### config.mk
export PLATFORM = sky130hd
export DESIGN_NAME = id_stage_flat
export DESIGN_NICKNAME = d
export VERILOG_FILES = /design/src/rtl/id_stage_if.sv /design/src/rtl/id_stage.sv /design/src/flat_wrapper.sv
export SDC_FILE = /design/constraint.sdc
export NUM_CORES = 1
export LEC_CHECK = 0
export ABC_CLOCK_PERIOD_IN_PS = 2100
export BUFFER_PORTS_ARGS = -buffer_cell sky130_fd_sc_hd__buf_2
export CAP_MARGIN = 20
export CORE_MARGIN = 1.5
export CORE_UTILIZATION = 40
export CTS_CLUSTER_SIZE = 25
export DETAILED_ROUTE_END_ITERATION = 6
export GPL_ROUTABILITY_DRIVEN = 0
export PLACE_DENSITY = 0.68
export SLEW_MARGIN = 20
export SYNTH_ARGS = -nofsm -noshare
export SYNTH_HDL_FRONTEND = slang
export SYNTH_SLANG_ARGS = --single-unit
### constraint.sdc
create_clock -name clk -period 2.1 [get_ports clk]
set_input_delay 0 -clock clk [delete_from_list [all_inputs] [get_ports clk]]
set_output_delay 0 -clock clk [all_outputs]
set_load 0.02 [all_outputs]
### src/rtl/id_stage_if.sv
// Bundles the decode stage's fetch, register-file, writeback and ID/EX signals.
// slave is the decode stage's view; master is the surrounding pipeline's view.
interface id_stage_if;
    logic        if_valid;
    logic [31:0] if_pc;
    logic [31:0] if_instr;
    logic        id_stall;
    logic        ex_flush;

    logic [4:0]  rnum1;
    logic [4:0]  rnum2;
    logic [31:0] rdata1;
    logic [31:0] rdata2;

    logic [4:0]  wb_wnum;
    logic [31:0] wb_wdata;
    logic        wb_regwrite;

    logic        ex_valid;
    logic [31:0] ex_pc;
    logic [31:0] ex_rs1val;
    logic [31:0] ex_rs2val;
    logic [31:0] ex_imm;
    logic [4:0]  ex_rs1;
    logic [4:0]  ex_rs2;
    logic [4:0]  ex_rd;
    logic [2:0]  ex_funct3;
    logic        ex_funct7b5;
    logic        ex_alusrc;
    logic        ex_asel_pc;
    logic        ex_memread;
    logic        ex_memwrite;
    logic        ex_regwrite;
    logic        ex_branch;
    logic        ex_jal;
    logic        ex_jalr;
    logic        ex_lui;
    logic        ex_illegal;
    logic [31:0] perf_stalls;

    modport slave (
        input  if_valid, if_pc, if_instr, ex_flush,
        input  rdata1, rdata2, wb_wnum, wb_wdata, wb_regwrite,
        output id_stall, rnum1, rnum2,
        output ex_valid, ex_pc, ex_rs1val, ex_rs2val, ex_imm,
        output ex_rs1, ex_rs2, ex_rd, ex_funct3, ex_funct7b5,
        output ex_alusrc, ex_asel_pc, ex_memread, ex_memwrite, ex_regwrite,
        output ex_branch, ex_jal, ex_jalr, ex_lui, ex_illegal, perf_stalls
    );

    modport master (
        output if_valid, if_pc, if_instr, ex_flush,
        output rdata1, rdata2, wb_wnum, wb_wdata, wb_regwrite,
        input  id_stall, rnum1, rnum2,
        input  ex_valid, ex_pc, ex_rs1val, ex_rs2val, ex_imm,
        input  ex_rs1, ex_rs2, ex_rd, ex_funct3, ex_funct7b5,
        input  ex_alusrc, ex_asel_pc, ex_memread, ex_memwrite, ex_regwrite,
        input  ex_branch, ex_jal, ex_jalr, ex_lui, ex_illegal, perf_stalls
    );
endinterface

### src/rtl/id_stage.sv
// RV32I decode stage: IF/ID register, operand read with writeback bypass,
// immediate/control decode, load-use hazard detection and the ID/EX register.
module id_stage (
    input  logic       clk,
    input  logic       rst_n,
    id_stage_if.slave  bus
);
    localparam logic [31:0] NOP_INSTR = 32'h00000013;

    localparam logic [6:0] OP_LUI    = 7'b0110111;
    localparam logic [6:0] OP_AUIPC  = 7'b0010111;
    localparam logic [6:0] OP_JAL    = 7'b1101111;
    localparam logic [6:0] OP_JALR   = 7'b1100111;
    localparam logic [6:0] OP_BRANCH = 7'b1100011;
    localparam logic [6:0] OP_LOAD   = 7'b0000011;
    localparam logic [6:0] OP_STORE  = 7'b0100011;
    localparam logic [6:0] OP_IMM    = 7'b0010011;
    localparam logic [6:0] OP_OP     = 7'b0110011;

    typedef struct packed {
        logic        valid;
        logic [31:0] pc;
        logic [31:0] rs1val;
        logic [31:0] rs2val;
        logic [31:0] imm;
        logic [4:0]  rs1;
        logic [4:0]  rs2;
        logic [4:0]  rd;
        logic [2:0]  funct3;
        logic        funct7b5;
        logic        alusrc;
        logic        asel_pc;
        logic        memread;
        logic        memwrite;
        logic        regwrite;
        logic        branch;
        logic        jal;
        logic        jalr;
        logic        lui;
        logic        illegal;
    } idex_t;

    logic        ifid_valid_reg, ifid_valid_next;
    logic [31:0] ifid_pc_reg,    ifid_pc_next;
    logic [31:0] ifid_instr_reg, ifid_instr_next;
    idex_t       idex_reg,       idex_next;
    logic [31:0] perf_reg,       perf_next;

    logic [31:0] instr;
    logic [31:0] imm_i, imm_s, imm_b, imm_u, imm_j;
    idex_t       dec;
    logic        use_rs1, use_rs2;
    logic        hazard, stall;

    logic [4:0]  rnum    [2];
    logic [31:0] rdata   [2];
    logic [31:0] operand [2];

    assign instr    = ifid_instr_reg;
    assign rnum[0]  = instr[19:15];
    assign rnum[1]  = instr[24:20];
    assign rdata[0] = bus.rdata1;
    assign rdata[1] = bus.rdata2;

    // x0 reads as zero; a same-cycle writeback beats the stale register-file value.
    genvar gi;
    generate
        for (gi = 0; gi < 2; gi++) begin : g_read
            assign operand[gi] = (rnum[gi] == 5'd0) ? 32'h0 :
                                 (bus.wb_regwrite && bus.wb_wnum == rnum[gi]) ? bus.wb_wdata :
                                 rdata[gi];
        end
    endgenerate

    assign imm_i = {{20{instr[31]}}, instr[31:20]};
    assign imm_s = {{20{instr[31]}}, instr[31:25], instr[11:7]};
    assign imm_b = {{19{instr[31]}}, instr[31], instr[7], instr[30:25], instr[11:8], 1'b0};
    assign imm_u = {instr[31:12], 12'h000};
    assign imm_j = {{11{instr[31]}}, instr[31], instr[19:12], instr[20], instr[30:21], 1'b0};

    always_comb begin
        dec          = '0;
        use_rs1      = 1'b0;
        use_rs2      = 1'b0;
        dec.valid    = ifid_valid_reg;
        dec.pc       = ifid_pc_reg;
        dec.rs1val   = operand[0];
        dec.rs2val   = operand[1];
        dec.rs1      = instr[19:15];
        dec.rs2      = instr[24:20];
        dec.rd       = instr[11:7];
        dec.funct3   = instr[14:12];
        dec.funct7b5 = instr[30];
        case (instr[6:0])
            OP_LUI:    begin dec.lui = 1'b1; dec.regwrite = 1'b1; dec.alusrc = 1'b1; dec.imm = imm_u; end
            OP_AUIPC:  begin dec.asel_pc = 1'b1; dec.regwrite = 1'b1; dec.alusrc = 1'b1; dec.imm = imm_u; end
            OP_JAL:    begin dec.jal = 1'b1; dec.asel_pc = 1'b1; dec.regwrite = 1'b1; dec.alusrc = 1'b1; dec.imm = imm_j; end
            OP_JALR:   begin
                dec.jalr = 1'b1; dec.asel_pc = 1'b1; dec.regwrite = 1'b1; dec.alusrc = 1'b1;
                dec.imm = imm_i; use_rs1 = 1'b1;
            end
            OP_BRANCH: begin dec.branch = 1'b1; dec.imm = imm_b; use_rs1 = 1'b1; use_rs2 = 1'b1; end
            OP_LOAD:   begin
                dec.memread = 1'b1; dec.regwrite = 1'b1; dec.alusrc = 1'b1;
                dec.imm = imm_i; use_rs1 = 1'b1;
            end
            OP_STORE:  begin
                dec.memwrite = 1'b1; dec.alusrc = 1'b1; dec.imm = imm_s;
                use_rs1 = 1'b1; use_rs2 = 1'b1;
            end
            OP_IMM:    begin dec.regwrite = 1'b1; dec.alusrc = 1'b1; dec.imm = imm_i; use_rs1 = 1'b1; end
            OP_OP:     begin dec.regwrite = 1'b1; use_rs1 = 1'b1; use_rs2 = 1'b1; end
            default:   dec.illegal = 1'b1;
        endcase
        if (dec.rd == 5'd0) begin
            dec.regwrite = 1'b0;
        end
    end

    // Only real register uses count, so immediates that alias rs2 bits never stall.
    assign hazard = idex_reg.valid && idex_reg.memread && (idex_reg.rd != 5'd0) && ifid_valid_reg &&
                    ((use_rs1 && idex_reg.rd == instr[19:15]) ||
                     (use_rs2 && idex_reg.rd == instr[24:20]));
    assign stall  = hazard && !bus.ex_flush;

    always_comb begin
        ifid_valid_next = ifid_valid_reg;
        ifid_pc_next    = ifid_pc_reg;
        ifid_instr_next = ifid_instr_reg;
        if (bus.ex_flush) begin
            ifid_valid_next = 1'b0;
            ifid_pc_next    = 32'h0;
            ifid_instr_next = NOP_INSTR;
        end else if (!stall) begin
            ifid_valid_next = bus.if_valid;
            ifid_pc_next    = bus.if_pc;
            ifid_instr_next = bus.if_instr;
        end
    end

    always_comb begin
        idex_next = dec;
        if (bus.ex_flush || hazard || !ifid_valid_reg) begin
            idex_next = '0;
        end
        perf_next = stall ? perf_reg + 32'd1 : perf_reg;
    end

    always_ff @(posedge clk or negedge rst_n) begin
        if (!rst_n) begin
            ifid_valid_reg <= 1'b0;
            ifid_pc_reg    <= 32'h0;
            ifid_instr_reg <= NOP_INSTR;
            idex_reg       <= '0;
            perf_reg       <= 32'h0;
        end else begin
            ifid_valid_reg <= ifid_valid_next;
            ifid_pc_reg    <= ifid_pc_next;
            ifid_instr_reg <= ifid_instr_next;
            idex_reg       <= idex_next;
            perf_reg       <= perf_next;
        end
    end

    assign bus.id_stall    = stall;
    assign bus.rnum1       = rnum[0];
    assign bus.rnum2       = rnum[1];
    assign bus.ex_valid    = idex_reg.valid;
    assign bus.ex_pc       = idex_reg.pc;
    assign bus.ex_rs1val   = idex_reg.rs1val;
    assign bus.ex_rs2val   = idex_reg.rs2val;
    assign bus.ex_imm      = idex_reg.imm;
    assign bus.ex_rs1      = idex_reg.rs1;
    assign bus.ex_rs2      = idex_reg.rs2;
    assign bus.ex_rd       = idex_reg.rd;
    assign bus.ex_funct3   = idex_reg.funct3;
    assign bus.ex_funct7b5 = idex_reg.funct7b5;
    assign bus.ex_alusrc   = idex_reg.alusrc;
    assign bus.ex_asel_pc  = idex_reg.asel_pc;
    assign bus.ex_memread  = idex_reg.memread;
    assign bus.ex_memwrite = idex_reg.memwrite;
    assign bus.ex_regwrite = idex_reg.regwrite;
    assign bus.ex_branch   = idex_reg.branch;
    assign bus.ex_jal      = idex_reg.jal;
    assign bus.ex_jalr     = idex_reg.jalr;
    assign bus.ex_lui      = idex_reg.lui;
    assign bus.ex_illegal  = idex_reg.illegal;
    assign bus.perf_stalls = perf_reg;
endmodule

### src/flat_wrapper.sv
// flat-port wrapper written by rule: the top's interface ports become plain ports
module id_stage_flat 
  (clk, rst_n, bus_if_valid, bus_if_pc, bus_if_instr, bus_ex_flush, bus_rdata1, bus_rdata2, bus_wb_wnum, bus_wb_wdata, bus_wb_regwrite, bus_id_stall, bus_rnum1, bus_rnum2, bus_ex_valid, bus_ex_pc, bus_ex_rs1val, bus_ex_rs2val, bus_ex_imm, bus_ex_rs1, bus_ex_rs2, bus_ex_rd, bus_ex_funct3, bus_ex_funct7b5, bus_ex_alusrc, bus_ex_asel_pc, bus_ex_memread, bus_ex_memwrite, bus_ex_regwrite, bus_ex_branch, bus_ex_jal, bus_ex_jalr, bus_ex_lui, bus_ex_illegal, bus_perf_stalls);
  id_stage_if bus_i ();
  input  logic clk;
  input  logic rst_n;
  input wire logic [$bits(bus_i.if_valid)-1:0] bus_if_valid;
  input wire logic [$bits(bus_i.if_pc)-1:0] bus_if_pc;
  input wire logic [$bits(bus_i.if_instr)-1:0] bus_if_instr;
  input wire logic [$bits(bus_i.ex_flush)-1:0] bus_ex_flush;
  input wire logic [$bits(bus_i.rdata1)-1:0] bus_rdata1;
  input wire logic [$bits(bus_i.rdata2)-1:0] bus_rdata2;
  input wire logic [$bits(bus_i.wb_wnum)-1:0] bus_wb_wnum;
  input wire logic [$bits(bus_i.wb_wdata)-1:0] bus_wb_wdata;
  input wire logic [$bits(bus_i.wb_regwrite)-1:0] bus_wb_regwrite;
  output wire logic [$bits(bus_i.id_stall)-1:0] bus_id_stall;
  output wire logic [$bits(bus_i.rnum1)-1:0] bus_rnum1;
  output wire logic [$bits(bus_i.rnum2)-1:0] bus_rnum2;
  output wire logic [$bits(bus_i.ex_valid)-1:0] bus_ex_valid;
  output wire logic [$bits(bus_i.ex_pc)-1:0] bus_ex_pc;
  output wire logic [$bits(bus_i.ex_rs1val)-1:0] bus_ex_rs1val;
  output wire logic [$bits(bus_i.ex_rs2val)-1:0] bus_ex_rs2val;
  output wire logic [$bits(bus_i.ex_imm)-1:0] bus_ex_imm;
  output wire logic [$bits(bus_i.ex_rs1)-1:0] bus_ex_rs1;
  output wire logic [$bits(bus_i.ex_rs2)-1:0] bus_ex_rs2;
  output wire logic [$bits(bus_i.ex_rd)-1:0] bus_ex_rd;
  output wire logic [$bits(bus_i.ex_funct3)-1:0] bus_ex_funct3;
  output wire logic [$bits(bus_i.ex_funct7b5)-1:0] bus_ex_funct7b5;
  output wire logic [$bits(bus_i.ex_alusrc)-1:0] bus_ex_alusrc;
  output wire logic [$bits(bus_i.ex_asel_pc)-1:0] bus_ex_asel_pc;
  output wire logic [$bits(bus_i.ex_memread)-1:0] bus_ex_memread;
  output wire logic [$bits(bus_i.ex_memwrite)-1:0] bus_ex_memwrite;
  output wire logic [$bits(bus_i.ex_regwrite)-1:0] bus_ex_regwrite;
  output wire logic [$bits(bus_i.ex_branch)-1:0] bus_ex_branch;
  output wire logic [$bits(bus_i.ex_jal)-1:0] bus_ex_jal;
  output wire logic [$bits(bus_i.ex_jalr)-1:0] bus_ex_jalr;
  output wire logic [$bits(bus_i.ex_lui)-1:0] bus_ex_lui;
  output wire logic [$bits(bus_i.ex_illegal)-1:0] bus_ex_illegal;
  output wire logic [$bits(bus_i.perf_stalls)-1:0] bus_perf_stalls;
  assign bus_i.if_valid = bus_if_valid;
  assign bus_i.if_pc = bus_if_pc;
  assign bus_i.if_instr = bus_if_instr;
  assign bus_i.ex_flush = bus_ex_flush;
  assign bus_i.rdata1 = bus_rdata1;
  assign bus_i.rdata2 = bus_rdata2;
  assign bus_i.wb_wnum = bus_wb_wnum;
  assign bus_i.wb_wdata = bus_wb_wdata;
  assign bus_i.wb_regwrite = bus_wb_regwrite;
  assign bus_id_stall = bus_i.id_stall;
  assign bus_rnum1 = bus_i.rnum1;
  assign bus_rnum2 = bus_i.rnum2;
  assign bus_ex_valid = bus_i.ex_valid;
  assign bus_ex_pc = bus_i.ex_pc;
  assign bus_ex_rs1val = bus_i.ex_rs1val;
  assign bus_ex_rs2val = bus_i.ex_rs2val;
  assign bus_ex_imm = bus_i.ex_imm;
  assign bus_ex_rs1 = bus_i.ex_rs1;
  assign bus_ex_rs2 = bus_i.ex_rs2;
  assign bus_ex_rd = bus_i.ex_rd;
  assign bus_ex_funct3 = bus_i.ex_funct3;
  assign bus_ex_funct7b5 = bus_i.ex_funct7b5;
  assign bus_ex_alusrc = bus_i.ex_alusrc;
  assign bus_ex_asel_pc = bus_i.ex_asel_pc;
  assign bus_ex_memread = bus_i.ex_memread;
  assign bus_ex_memwrite = bus_i.ex_memwrite;
  assign bus_ex_regwrite = bus_i.ex_regwrite;
  assign bus_ex_branch = bus_i.ex_branch;
  assign bus_ex_jal = bus_i.ex_jal;
  assign bus_ex_jalr = bus_i.ex_jalr;
  assign bus_ex_lui = bus_i.ex_lui;
  assign bus_ex_illegal = bus_i.ex_illegal;
  assign bus_perf_stalls = bus_i.perf_stalls;
  id_stage u_core (.clk(clk), .rst_n(rst_n), .bus(bus_i));
endmodule
==> results.cfg <==
[timing]
grt_setup_unrepaired = true
timing.final.ws_setup_ns = -0.119
tightest_slew_ns = 0.660
hold_viol = 0
fin_crit_ns = 2.22
slew_viol_final = 0
timing.hold.ws_ns = 0.0632
fin_skew_ns = 0.0116
setup_viol = 49
min_period_over_period_pct = 106
max_freq_ghz = 0.451
slew_headroom_pct = 56.0

[clocking]
cts_sinks = 255
cts_inserted_buffers = 27
cts_tree = built
cts_root_buffer = clkbuf_16
clock_latency_ns = 0.53
clk_pin_slew_ns = 0.06
htreeDepth = 1
clk_path_buf_depth = 3

[pwr]
p_clk_share_pct = 43.9
p_per_area_nw_per_um2 = 663
irDropWorstVdd_mv = 0.739
leakage_uw = 0.00817
intPower_uw = 8800
swShare_pct = 23.7
sequentialPowerShare_pct = 44.3
p_sw_uw = 2730
pwr-share-comb_pct = 11.8

[cells_and_area]
syn2layout_area_growth_pct = 49.6
layout_commonest_cell = buf_2
nets = 1722
multi_input_area_sq_um = 4920
fillerInstances = 2300
final_cell_mix = buf_2 (367), dfrtp_1 (252), dlygate4sd3_1 (163)
regArea_sq_um = 6380
finalNonFillerCells = 1957
drive_gt1_share_pct = 35.9

[floorplan]
rows = 62
dieArea_sq_um = 30100
die_y_microns = 173
ios = 371
core_sq_um = 28600
start_util_pct = 40.6
die_w_microns = 173

[critical_path]
cpMaxStageDelayCell = dfrtp_1
path_common_cell = buf_6
cp_max_fo = 8
timing.rr.start = u_core.bus.ex_rd[3]
critPathLaunchType = flip-flop
path_depth = 9
crit_arrival_ns = 2.63
crit_type = reg2reg
path_buf_inv = 4
worstRegToRegCells = 9
crit_chain = buf_6 > xor2_1 > nor3_2 > nand3_2 > buf_6 > buf_8 > buf_16 > a211o_1 > mux2_2
rr_endpoint = u_core.bus.perf_stalls[1]
required_ns = 2.51
critical-path-top-delay-family = buffers and inverters
rrSetupSlack_ns = -0.12
cpPeakStageDelay_ns = 0.41
end_kind = flip-flop

[synth]
netlist_area_sq_um = 11600
ys_ff_latch = 255
synth-edff-count = 0
synth_ff_type = dfrtp_1
syn_inst = 991
yosysSeqAreaShare_pct = 55.0
syn_area_per_cell_sq_um = 11.7
synth.distinct_cells = 53
synthArstFlopShare_pct = 100
yosysWarnings = 0
syn-num-nets = 1162

[global_route]
grt_pass1_vias = 10456
grt_antenna_before_repair = 4
grt_max_degree = 83
track_usage_pct = 24.7
grt.overflow.total = 0
grt_pass1_wl_microns = 58700

[route]
via_per_inst = 5.14
drc = 0
ant_nets = 0
drtIter0Drc = 577
finalWirelength_microns = 38600
vias = 10067
wire_per_inst_microns = 19.7
drt-pass1-iter-count = 5

[place]
post-place-cells = 1727
io_buffers = 370
dp_hpwl_microns = 24500

[run_status]
outcome = finished with violations
violations = setup timing

[min_path]
hp-class = in2async

[job]
drv_cap = 0
-- metrics by stage --
stage	utilization (%)	total power (uW)	cell area (sq um)	setup TNS, ns	worst slack, ns
after CTS	59.5	11600	17000	-0.445	-0.140
after global routing	60.7	11900	17400	-8.89	-0.177
after floorplan	-	5690	11600	0	0.0416
final	60.7	11500	17400	-1.83	-0.119
after global placement	50.1	6210	14300	-0.00557	-0.00296
after detailed placement	50.1	6230	14300	-2.93	-0.107
-- power by group through the flow --
| stage | logic [uW] | clock network, uW | registers (uW) |
|---|---|---|---|
| floorplan | 433 | 0 | 5250 |
| global placement | 1020 | 0 | 5190 |
| global route | 1460 | 5350 | 5120 |
| detailed placement | 1040 | 0 | 5190 |
| CTS | 1300 | 5160 | 5110 |
| finish | 1360 | 5060 | 5110 |
-- Yosys cell counts (14+ instances only) --
library cell,n,share of area (%)
a211oi_1,14,0.91
a21oi_1,25,1.1
buf_2,29,1.2
buf_4,18,1.2
clkbuf_1,40,1.3
dfrtp_1,252,54
mux2i_1,125,11
nand2_1,19,0.61
nand2b_1,124,6.7
nand3_1,20,0.86
nor3_1,107,4.6
nor3b_1,53,3.4
xor2_1,39,2.9
-- worst max-delay path by stage --
stage / from / slack, ns / to
6_report: u_core.bus.ex_rd[3] / -0.12 / u_core.bus.perf_stalls[1]
3_3_place_gp: u_core.bus.ex_rd[1] / -0.003 / u_core.bus.perf_stalls[19]
5_1_grt: u_core.bus.ex_rd[3] / -0.18 / bus_id_stall
3_5_place_dp: u_core.bus.ex_rd[1] / -0.11 / u_core.ifid_pc_reg[31]
4_1_cts: u_core.ifid_instr_reg[1] / -0.14 / bus_id_stall
2_1_floorplan: u_core.bus.ex_rd[1] / 0.04 / u_core.bus.ex_rs1val[10]
-- cell type report --
| cell class | instances | share of cell area [%] |
|---|---|---|
| Clock buffer | 34 | 4.27 |
| Inverter | 7 | 0.151 |
| Multi-Input combinational cell | 633 | 28.3 |
| Clock inverter | 13 | 1.11 |
| Antenna cell | 4 | 0.0576 |
| Tap cell | 384 | 2.77 |
| Sequential cell | 255 | 36.8 |
| Timing Repair Buffer | 627 | 26.6 |
-- metal layers --
metal  GRT usage, %  share of wire, %  up-vias
met5              0                 0        -
met4           10.1               3.7        0
met3           3.36               5.9      100
met2           42.3                49      428
met1           31.4                41     4976
li1               -                 -     4563
-- kinds of logic (layout without fill, tap and decap cells) --
kind of cell    Yosys count  count (layout)  synth area share [%]
compound gates           75              75                  5.99
xor+xnor                 51              51                  3.91
fa+ha+maj                 1               1                 0.108
buf+inv                 103             681                  4.71
flops                   255             255                  55.0
mux                     127             127                  11.0
other cells               0               4                     0
simple gates            379             379                  19.3
-- what timing repair did --
action                                  CTS  global route
hold buffers                            163             0
resized for setup                        12            26
pin swaps                                 6             7
endpoints found under the setup margin  109           180
setup buffers                             8             2
cloned                                    0             7
hold endpoints to repair                382             0
Note: power is estimated with default switching activity, not from simulation.
